### src/rtl/mp_add_sequencer_if.sv
// rtl/mp_add_sequencer_if.sv - operand/result handshake bundle for mp_add_sequencer
//
// Groups the producer-side (in_valid/in_ready, a, b, cin, sub) and the
// consumer-side (out_valid/out_ready, sum, cout, overflow) signals.
//   master : producer/consumer side (drives operands and out_ready)
//   slave  : sequencer side (drives in_ready and the result)
interface mp_add_sequencer_if #(
  parameter int WIDTH = 32,
  parameter int WORDS = 4
);
  logic                     in_valid;
  logic                     in_ready;
  logic [WIDTH*WORDS-1:0]   a;
  logic [WIDTH*WORDS-1:0]   b;
  logic                     cin;
  logic                     sub;
  logic                     out_valid;
  logic                     out_ready;
  logic [WIDTH*WORDS-1:0]   sum;
  logic                     cout;
  logic                     overflow;

  modport master (
    output in_valid, a, b, cin, sub, out_ready,
    input  in_ready, out_valid, sum, cout, overflow
  );

  modport slave (
    input  in_valid, a, b, cin, sub, out_ready,
    output in_ready, out_valid, sum, cout, overflow
  );
endinterface

### src/rtl/mp_add_sequencer.sv
// rtl/mp_add_sequencer.sv - multi-precision add/subtract over one shared WIDTH-bit adder
//
// Adds two WIDTH*WORDS-bit operands one WIDTH-bit slice per cycle, chaining
// the slice carry through a register. Optional subtract support is built
// only when MP_ADD_SUB_EN is defined; otherwise the sub input is ignored.
// Ports:
//   clk    : rising-edge clock
//   rst_n  : asynchronous active-low reset
//   bus    : mp_add_sequencer_if.slave (operand in, result out handshakes)

// Single-slice adder with flattened carry lookahead: every carry is formed
// directly from the generate/propagate terms rather than from the previous carry.
module carry_lookahead_adder #(
  parameter int WIDTH = 32
) (
  input  logic [WIDTH-1:0] a_i,
  input  logic [WIDTH-1:0] b_i,
  input  logic             cin_i,
  output logic [WIDTH-1:0] sum_o,
  output logic             cout_o,
  output logic             overflow_o
);
  logic [WIDTH-1:0] g;
  logic [WIDTH-1:0] p;
  logic [WIDTH:0]   c;

  assign g = a_i & b_i;
  assign p = a_i ^ b_i;

  always_comb begin
    logic gp;
    logic pp;
    c    = '0;
    c[0] = cin_i;
    for (int i = 0; i < WIDTH; i++) begin
      gp = 1'b0;
      pp = 1'b1;
      for (int j = i; j >= 0; j--) begin
        gp = gp | (pp & g[j]);
        pp = pp & p[j];
      end
      c[i+1] = gp | (pp & cin_i);
    end
  end

  assign sum_o      = p ^ c[WIDTH-1:0];
  assign cout_o     = c[WIDTH];
  assign overflow_o = c[WIDTH] ^ c[WIDTH-1];
endmodule

module mp_add_sequencer #(
  parameter int WIDTH = 32,
  parameter int WORDS = 4
) (
  input  logic               clk,
  input  logic               rst_n,
  mp_add_sequencer_if.slave  bus
);
  localparam int IDX_W = (WORDS > 1) ? $clog2(WORDS) : 1;
  localparam int TOT   = WIDTH * WORDS;

  typedef enum logic [1:0] {IDLE, RUN, DONE} state_t;

  state_t             state_q, state_d;
  logic [IDX_W-1:0]   idx_q, idx_d;
  logic [TOT-1:0]     a_q, a_d;
  logic [TOT-1:0]     b_q, b_d;
  logic               carry_q, carry_d;
  logic [TOT-1:0]     sum_q, sum_d;
  logic               cout_q, cout_d;
  logic               ovf_q, ovf_d;

  logic [WIDTH-1:0]   slice_a;
  logic [WIDTH-1:0]   slice_b;
  logic [WIDTH-1:0]   slice_sum;
  logic               slice_cout;
  logic               slice_ovf;
  logic               cin_eff;

  assign slice_a = a_q[int'(idx_q)*WIDTH +: WIDTH];

`ifdef MP_ADD_SUB_EN
  logic sub_q, sub_d;
  // Subtract is a + ~b + 1; cin is not used in that mode.
  assign slice_b = sub_q ? ~b_q[int'(idx_q)*WIDTH +: WIDTH] : b_q[int'(idx_q)*WIDTH +: WIDTH];
  assign cin_eff = bus.sub ? 1'b1 : bus.cin;
`else
  logic unused_sub;
  assign unused_sub = bus.sub;
  assign slice_b    = b_q[int'(idx_q)*WIDTH +: WIDTH];
  assign cin_eff    = bus.cin;
`endif

  carry_lookahead_adder #(.WIDTH(WIDTH)) u_cla (
    .a_i        (slice_a),
    .b_i        (slice_b),
    .cin_i      (carry_q),
    .sum_o      (slice_sum),
    .cout_o     (slice_cout),
    .overflow_o (slice_ovf)
  );

  always_comb begin
    state_d = state_q;
    idx_d   = idx_q;
    a_d     = a_q;
    b_d     = b_q;
    carry_d = carry_q;
    sum_d   = sum_q;
    cout_d  = cout_q;
    ovf_d   = ovf_q;
`ifdef MP_ADD_SUB_EN
    sub_d   = sub_q;
`endif
    case (state_q)
      IDLE: begin
        if (bus.in_valid) begin
          state_d = RUN;
          a_d     = bus.a;
          b_d     = bus.b;
          carry_d = cin_eff;
          idx_d   = '0;
`ifdef MP_ADD_SUB_EN
          sub_d   = bus.sub;
`endif
        end
      end
      RUN: begin
        sum_d[int'(idx_q)*WIDTH +: WIDTH] = slice_sum;
        carry_d = slice_cout;
        if (idx_q == IDX_W'(WORDS - 1)) begin
          state_d = DONE;
          cout_d  = slice_cout;
          ovf_d   = slice_ovf;
          idx_d   = '0;
        end else begin
          idx_d = idx_q + 1'b1;
        end
      end
      DONE: begin
        if (bus.out_ready) state_d = IDLE;
      end
      default: state_d = IDLE;
    endcase
  end

  always_ff @(posedge clk or negedge rst_n) begin
    if (!rst_n) begin
      state_q <= IDLE;
      idx_q   <= '0;
      a_q     <= '0;
      b_q     <= '0;
      carry_q <= 1'b0;
      sum_q   <= '0;
      cout_q  <= 1'b0;
      ovf_q   <= 1'b0;
`ifdef MP_ADD_SUB_EN
      sub_q   <= 1'b0;
`endif
    end else begin
      state_q <= state_d;
      idx_q   <= idx_d;
      a_q     <= a_d;
      b_q     <= b_d;
      carry_q <= carry_d;
      sum_q   <= sum_d;
      cout_q  <= cout_d;
      ovf_q   <= ovf_d;
`ifdef MP_ADD_SUB_EN
      sub_q   <= sub_d;
`endif
    end
  end

  // Handshake outputs depend on state only.
  assign bus.in_ready  = (state_q == IDLE);
  assign bus.out_valid = (state_q == DONE);
  assign bus.sum       = sum_q;
  assign bus.cout      = cout_q;
  assign bus.overflow  = ovf_q;
endmodule

### src/flat_wrapper.sv
// flat-port wrapper written by rule: the top's interface ports become plain ports
module mp_add_sequencer_flat 
#(
  parameter int WIDTH = 32,
  parameter int WORDS = 4
)
  (clk, rst_n, bus_in_valid, bus_a, bus_b, bus_cin, bus_sub, bus_out_ready, bus_in_ready, bus_out_valid, bus_sum, bus_cout, bus_overflow);
  mp_add_sequencer_if #(.WIDTH(WIDTH), .WORDS(WORDS)) bus_i ();
  input  logic clk;
  input  logic rst_n;
  input wire logic [$bits(bus_i.in_valid)-1:0] bus_in_valid;
  input wire logic [$bits(bus_i.a)-1:0] bus_a;
  input wire logic [$bits(bus_i.b)-1:0] bus_b;
  input wire logic [$bits(bus_i.cin)-1:0] bus_cin;
  input wire logic [$bits(bus_i.sub)-1:0] bus_sub;
  input wire logic [$bits(bus_i.out_ready)-1:0] bus_out_ready;
  output wire logic [$bits(bus_i.in_ready)-1:0] bus_in_ready;
  output wire logic [$bits(bus_i.out_valid)-1:0] bus_out_valid;
  output wire logic [$bits(bus_i.sum)-1:0] bus_sum;
  output wire logic [$bits(bus_i.cout)-1:0] bus_cout;
  output wire logic [$bits(bus_i.overflow)-1:0] bus_overflow;
  assign bus_i.in_valid = bus_in_valid;
  assign bus_i.a = bus_a;
  assign bus_i.b = bus_b;
  assign bus_i.cin = bus_cin;
  assign bus_i.sub = bus_sub;
  assign bus_i.out_ready = bus_out_ready;
  assign bus_in_ready = bus_i.in_ready;
  assign bus_out_valid = bus_i.out_valid;
  assign bus_sum = bus_i.sum;
  assign bus_cout = bus_i.cout;
  assign bus_overflow = bus_i.overflow;
  mp_add_sequencer #(.WIDTH(WIDTH), .WORDS(WORDS)) u_core (.clk(clk), .rst_n(rst_n), .bus(bus_i));
endmodule
### config.mk
export PLATFORM = sky130hd
export DESIGN_NAME = mp_add_sequencer_flat
export DESIGN_NICKNAME = d
export VERILOG_FILES = /design/src/rtl/mp_add_sequencer_if.sv /design/src/rtl/mp_add_sequencer.sv /design/src/flat_wrapper.sv
export SDC_FILE = /design/constraint.sdc
export NUM_CORES = 1
export LEC_CHECK = 0
export ABC_CLOCK_PERIOD_IN_PS = 6400
export CORE_MARGIN = 8
export CORE_UTILIZATION = 40
export CTS_CLUSTER_DIAMETER = 30
export DETAILED_ROUTE_END_ITERATION = 10
export PLACE_DENSITY_LB_ADDON = 0.12
export SYNTH_ARGS = -nofsm -noshare
export SYNTH_HDL_FRONTEND = slang
export SYNTH_SLANG_ARGS = --single-unit
### constraint.sdc
create_clock -name clk -period 6.4 [get_ports clk]
set_input_delay 1.28 -clock clk [delete_from_list [all_inputs] [get_ports clk]]
set_output_delay 1.28 -clock clk [all_outputs]
set_load 0.03 [all_outputs]
==> results of run 1 <==
-- power breakdown --
group | internal, mW | total [mW] | switching [mW]
clock network | 3.29 | 4.70 | 1.41
registers | 3.45 | 4.13 | 0.683
logic | 3.04 | 8.57 | 5.53
-- worst max path at each step --
stage	from	endpoint	slack (ps)	depth (start not counted)
2_1_floorplan	u_core.idx_q[0]	u_core.bus.sum[62]	2350	13
3_3_place_gp	u_core.idx_q[0]	u_core.bus.sum[27]	1470	10
3_5_place_dp	u_core.idx_q[0]	u_core.bus.sum[123]	1420	10
4_1_cts	u_core.idx_q[0]	u_core.bus.sum[123]	1390	10
5_1_grt	u_core.idx_q[0]	u_core.bus.sum[123]	1140	10
6_report	u_core.idx_q[0]	u_core.bus.sum[123]	1480	10
-- cells by family (layout without fill, tap and decap cells) --
| family | Yosys count | in the layout | synth area share (%) |
|---|---|---|---|
| AO/OA/AOI/OAI | 264 | 264 | 10.47 |
| XOR/XNOR | 20 | 20 | 0.9612 |
| adder cells (fa/ha/maj) | 40 | 40 | 2.787 |
| buffers and inverters | 125 | 581 | 2.588 |
| flip-flops | 391 | 391 | 53.69 |
| multiplexers | 68 | 68 | 8.135 |
| other | 0 | 1 | 0 |
| AND/OR/NAND/NOR | 980 | 980 | 21.37 |
-- sequential cells by signal, summed over array words and instances (netlist names) --
signal,count
u_core.a_q,128
u_core.b_q,128
u_core.bus.sum,128
u_core.idx_q,2
u_core.state_q,2
u_core.bus.cout,1
u_core.bus.overflow,1
u_core.carry_q,1
-- cells in the mapped netlist, drive strengths merged (2+ instances only) --
library cell,number,area (µm²)
nand2,845,3172
dfrtp,391,9784
clkbuf,100,375.4
a22o,84,735.7
mux4,64,1441
o21ai,48,240.2
a21oi,47,235.2
ha,39,488.0
nand3,38,190.2
nor2,32,120.1
o31ai,23,172.7
buf,15,58.81
xnor2,13,113.9
a21o,12,90.09
nor3,12,60.06
inv,10,37.54
and3,9,56.30
a211oi,8,65.06
and2,8,50.05
nor2b,8,50.05
nand2b,7,43.79
xor2,7,61.31
a31oi,5,31.28
o311ai,5,58.81
nand4,4,25.02
o21a,4,30.03
a311oi,3,26.28
and4,3,28.78
mux2i,3,30.03
o211ai,3,22.52
o21bai,3,26.27
or2,3,18.77
or3,3,18.77
a21boi,2,15.01
a221o,2,20.02
a221oi,2,17.52
a31o,2,17.52
a41oi,2,17.52
and3b,2,17.52
nor4,2,12.51
o2111ai,2,17.52
-- cell type report --
type	instances	area, µm²	share of cell area (%)
repair buffers	411	4121	15.94
well taps	600	750.7	2.904
clock inverters	45	633.1	2.449
inverters	10	37.54	0.1452
multi-input cells	1372	7985	30.89
clock buffers	115	2527	9.777
diodes	1	2.502	0.009681
flip-flops and latches	391	9792	37.88
-- worst register-to-register path: stages, from the launching register on --
cell	delay, ps
dfrtp_4	1010
buf_4	510
mux4_2	650
ha_1	350
a211oi_2	280
o21bai_2	140
a221oi_1	590
o21ai_1	220
nor3_1	250
mux2i_1	600
o31ai_1	170
-- per-layer routing --
layer | up-vias | GRT usage [%]
met4 | 4 | 6.057
met3 | 82 | 6.218
met2 | 454 | 36.40
met1 | 7461 | 29.34
met5 | - | 0
li1 | 7187 | -
==> impl_metrics.py, run 1 <==
metrics = {
    "floorplanning": {
        "core_area_mm2": 0.04519,
        "rows": 78,
        "die_w_um": 229.5,
        "initial_core_util_pct": 40.33,
        "num_io_pins": 394,
        "die-height_um": 229.5,
        "die_area_mm2": 0.05265,
    },
    "timing": {
        "whs_ps": 464.5,
        "relSlewSlack_pct": 28.81,
        "min_period_over_period_pct": 76.94,
        "hold_viol": 0,
        "tns_ps": 0,
        "fin_crit_ps": 4924,
        "clock.fmax_ghz": 0.2031,
        "tightest_slew_ps": 1059,
        "finClkSkew_ps": 17.98,
        "setup_slack_ps": 1476,
        "rsz0062_at_grt": "false",
        "setup_viol_count_final": 0,
        "maxSlewViolCount": 0,
    },
    "flow_run": {
        "cap_viol_max_count": 0,
    },
    "worst_setup_path": {
        "r2r-start": "u_core.idx_q[0]",
        "cp_slowest_cell": "dfrtp_4",
        "worstPathMaxFanout": 42,
        "rrSetupSlack_ps": 1480,
        "cpPeakStageDelay_ps": 1010,
        "crit_buf_inv": 1,
        "crit_required_ps": 6820,
        "critPathTopFamily": "compound AO/OA/AOI/OAI gates",
        "startpoint_type": "flip-flop",
        "crit_chain": "buf_4 -> mux4_2 -> ha_1 -> a211oi_2 -> o21bai_2 -> a221oi_1 -> o21ai_1 -> nor3_1 -> mux2i_1 -> o31ai_1",
        "rr_endpoint": "u_core.bus.sum[123]",
        "reg2reg_depth": 10,
        "worstPathArrival_ps": 5350,
        "critPathKind": "flip-flop to flip-flop",
        "cp-end-kind": "flip-flop",
    },
    "clock_tree": {
        "cts_buffers": 88,
        "root_buffer": "clkbuf_16",
        "cts_tree": "done",
        "ctsResizeCount": 0,
        "cts_setup_buffers": 0,
        "cts_buffer_depth": 3,
        "clock-sinks": 391,
        "cts.clk_slew.worst_paths_ps": 40,
        "cts_max_level": 3,
        "hold_buffers": 0,
        "clkLatencyLatePin_ps": 590,
    },
    "drt": {
        "detail_route.wl_per_cell_um": 20.43,
        "wl_met2_um": 28620,
        "wl_met3_um": 4002,
        "detail_route.vias_per_cell": 5.157,
        "ant_nets": 0,
        "drtIter0Drc": 1173,
        "wl_um": 60160,
        "route.detailed.drc": 0,
        "vias": 15188,
        "m1WireLength_um": 26250,
        "top_layer_used": "met5",
        "dr.pass1.iters": 5,
    },
    "global_routing": {
        "grt_pass1_wl_um": 93320,
        "overflow": 0,
        "antenna_found_initial": 5,
        "grt_start_max_net_pins": 221,
        "grt_pass1_vias": 16032,
        "grt_use_total_pct": 22.45,
    },
    "synth": {
        "synth-seq-area-share_pct": 53.69,
        "syn_avg_cell_area_um2": 9.653,
        "synth_edf_count": 0,
        "synth_warnings": 0,
        "synthArstFlopShare_pct": 100.0,
        "yosys_register_bits": 391,
        "syn_nets": 2190,
        "synthFlopType": "dfrtp_1",
        "postSynthCellCount": 1888,
        "ys_types": 62,
        "synth_area_mm2": 0.01822,
    },
    "final_layout": {
        "stdcell_count": 2945,
        "area_growth_syn_to_layout_pct": 41.84,
        "layout_commonest_cell": "nand2_1",
        "fill_cells": 4020,
        "drive_gt1_share_pct": 10.71,
        "final_cell_mix": "nand2_1 (844), clkdlybuf4s50_1 (391), dfrtp_1 (389), clkbuf_16 (91), a22o_1 (84)",
        "design_area_mm2": 0.02585,
        "utilization_pct": 57.21,
        "fin_nets": 2576,
    },
    "placed_design": {
        "io_buffers": 392,
        "place_ws_ps": 1416,
        "dpl_cell_area_mm2": 0.02269,
        "placed_cells": 2784,
        "dp_hpwl_um": 43070,
        "gp_congestion": 0.8455,
    },
    "outcome": {
        "outcome": "complete, no violations",
    },
    "min_path": {
        "min-delay-start": "u_core.a_q[93]",
        "holdPathStages": 2,
        "worstHoldPathType": "flip-flop to flip-flop",
        "holdPathEnd": "u_core.a_q[93]",
    },
    "pwr": {
        "p_leak_nw": 12.25,
        "ir_drop_uv": 449.4,
        "powerDensity_mw_per_mm2": 673.5,
        "finalPower_mw": 17.41,
    },
}
Power figures use the tool's default switching activity.
==> run 2: changes to the inputs <==
ABC_CLOCK_PERIOD_IN_PS = 4300   (was 6400)
clock period = 4.3 ns   (was 6.4 ns; I/O delays follow)
==> impl_metrics.py, run 2 (same netlist as run 1, synthesis figures left out) <==
metrics = {
    "outcome": {
        "outcome": "complete, no violations",
    },
    "pwr": {
        "p_leak_nw": 12.36,
        "powerDensity_mw_per_mm2": 1008,
        "finalPower_mw": 26.25,
        "ir_drop_uv": 435.2,
    },
    "drt": {
        "wl_um": 60950,
        "ant_nets": 0,
        "detail_route.wl_per_cell_um": 20.58,
        "vias": 15386,
        "route.detailed.drc": 0,
        "dr.pass1.iters": 7,
        "drtIter0Drc": 1175,
        "detail_route.vias_per_cell": 5.194,
    },
    "timing": {
        "relSlewSlack_pct": 16.73,
        "min_period_over_period_pct": 93.98,
        "finClkSkew_ps": 16.18,
        "hold_viol": 0,
        "fin_crit_ps": 4041,
        "rsz0062_at_grt": "false",
        "clock.fmax_ghz": 0.2475,
        "tns_ps": 0,
        "setup_viol_count_final": 0,
        "tightest_slew_ps": 1238,
        "maxSlewViolCount": 0,
    },
    "global_routing": {
        "grt_pass1_wl_um": 95280,
        "grt_start_max_net_pins": 130,
        "grt_use_total_pct": 22.89,
        "antenna_found_initial": 2,
        "grt_pass1_vias": 16478,
        "overflow": 0,
    },
    "worst_setup_path": {
        "cp_common_cell": "buf_12",
        "critPathKind": "flip-flop to flip-flop",
        "crit_buf_inv": 2,
        "cpPeakStageDelay_ps": 630,
        "worst-path-stages": 11,
        "crit_chain": "buf_12 -> buf_12 -> mux4_2 -> ha_1 -> nand3_1 -> nor2_1 -> a31oi_1 -> nand2_1 -> or2_0 -> o311ai_2 -> a22o_1",
        "reg2reg_depth": 11,
        "critPathTopFamily": "compound AO/OA/AOI/OAI gates",
        "worstPathMaxFanout": 22,
        "cp-end-kind": "flip-flop",
        "worstPathArrival_ps": 4560,
        "cp_slowest_cell": "o311ai_2",
        "crit_required_ps": 4810,
        "startpoint_type": "flip-flop",
    },
    "clock_tree": {
        "hold_buffers": 0,
        "ctsResizeCount": 0,
        "clock-sinks": 391,
        "cts_buffers": 82,
        "cts.clk_slew.worst_paths_ps": 50,
        "clkLatencyLatePin_ps": 590,
        "cts_setup_buffers": 0,
        "root_buffer": "clkbuf_16",
        "cts_max_level": 3,
        "cts_buffer_depth": 3,
        "cts_tree": "done",
    },
    "final_layout": {
        "area_growth_syn_to_layout_pct": 42.87,
        "final_cell_mix": "nand2_1 (844), clkdlybuf4s50_1 (391), dfrtp_1 (389), clkbuf_16 (85), a22o_1 (84)",
        "multi_input_comb_area_mm2": 0.008000,
        "regArea_mm2": 0.009792,
        "drive_gt1_share_pct": 11.36,
        "fill_cells": 3892,
        "utilization_pct": 57.62,
        "fin_nets": 2600,
        "layout_commonest_cell": "nand2_1",
    },
    "placed_design": {
        "io_buffers": 392,
        "gp_congestion": 0.8706,
        "dp_hpwl_um": 44630,
    },
    "floorplanning": {
        "num_io_pins": 394,
        "die_w_um": 229.5,
        "initial_core_util_pct": 40.33,
        "rows": 78,
        "die_area_mm2": 0.05265,
        "die-height_um": 229.5,
        "core_area_mm2": 0.04519,
    },
    "flow_run": {
        "cap_viol_max_count": 0,
    },
    "min_path": {
        "worstHoldPathType": "primary input to asynchronous set/reset pin",
    },
}
==> run 2: final timing paths <==
check | start | endpoint | slack [ps]
setup / recovery | u_core.idx_q[0] | u_core.bus.sum[51] | 260
hold / removal | rst_n | u_core.bus.sum[96] | 340
setup reg to reg | u_core.idx_q[0] | u_core.bus.sum[51] | 260
hold reg to reg | u_core.a_q[75] | u_core.a_q[75] | 470
max in group asynchronous | rst_n | u_core.a_q[61] | 2990
min in group clk | u_core.a_q[75] | u_core.a_q[75] | 470
==> run 2: layout make-up <==
| class | instances | area share, % |
|---|---|---|
| tap | 600 | 2.883 |
| clock buffer | 105 | 8.880 |
| inverter | 10 | 0.1442 |
| clock inverter | 41 | 2.566 |
| sequential | 391 | 37.61 |
| timing repair buffer | 441 | 17.17 |
| multi-input combinational | 1372 | 30.73 |
| antenna | 2 | 0.01922 |
==> run 2: stage by stage <==
| step | hold WS, ps | setup slack [ps] | area, µm² | cells |
|---|---|---|---|---|
| 2_1_floorplan | 440.3 | 250.4 | 18230 | 1888 |
| 6_report | 339.2 | 258.9 | 26040 | 2962 |
| 4_1_cts | 347.2 | 110.4 | 26020 | 2960 |
| 5_1_grt | 403.9 | 20.80 | 26040 | 2961 |
| 3_3_place_gp | 453.2 | 135.6 | 23040 | 2814 |
| 3_5_place_dp | 458.3 | 131.2 | 23040 | 2814 |
==> run 2: worst register-to-register path: stages (launching register included) <==
cell and delay [ps]:
dfrtp_4 530, buf_12 260, buf_12 190, mux4_2 590, ha_1 430, nand3_1 240, nor2_1 110, a31oi_1 220
nand2_1 100, or2_0 420, o311ai_2 630, a22o_1 250
==> run 2: power by group <==
part	switching, mW	internal (mW)	total, mW
sequential	0.824	5.14	5.97
clock	1.99	4.78	6.78
combinational	8.51	5.00	13.5
total	11.3	14.9	26.3
==> run 2: layer usage <==
layer	global-route usage, %	part of all wire [%]
met1	30.20	44
met4	6.615	2.1
met5	0	0.021
met2	37.41	48
met3	5.253	5.9
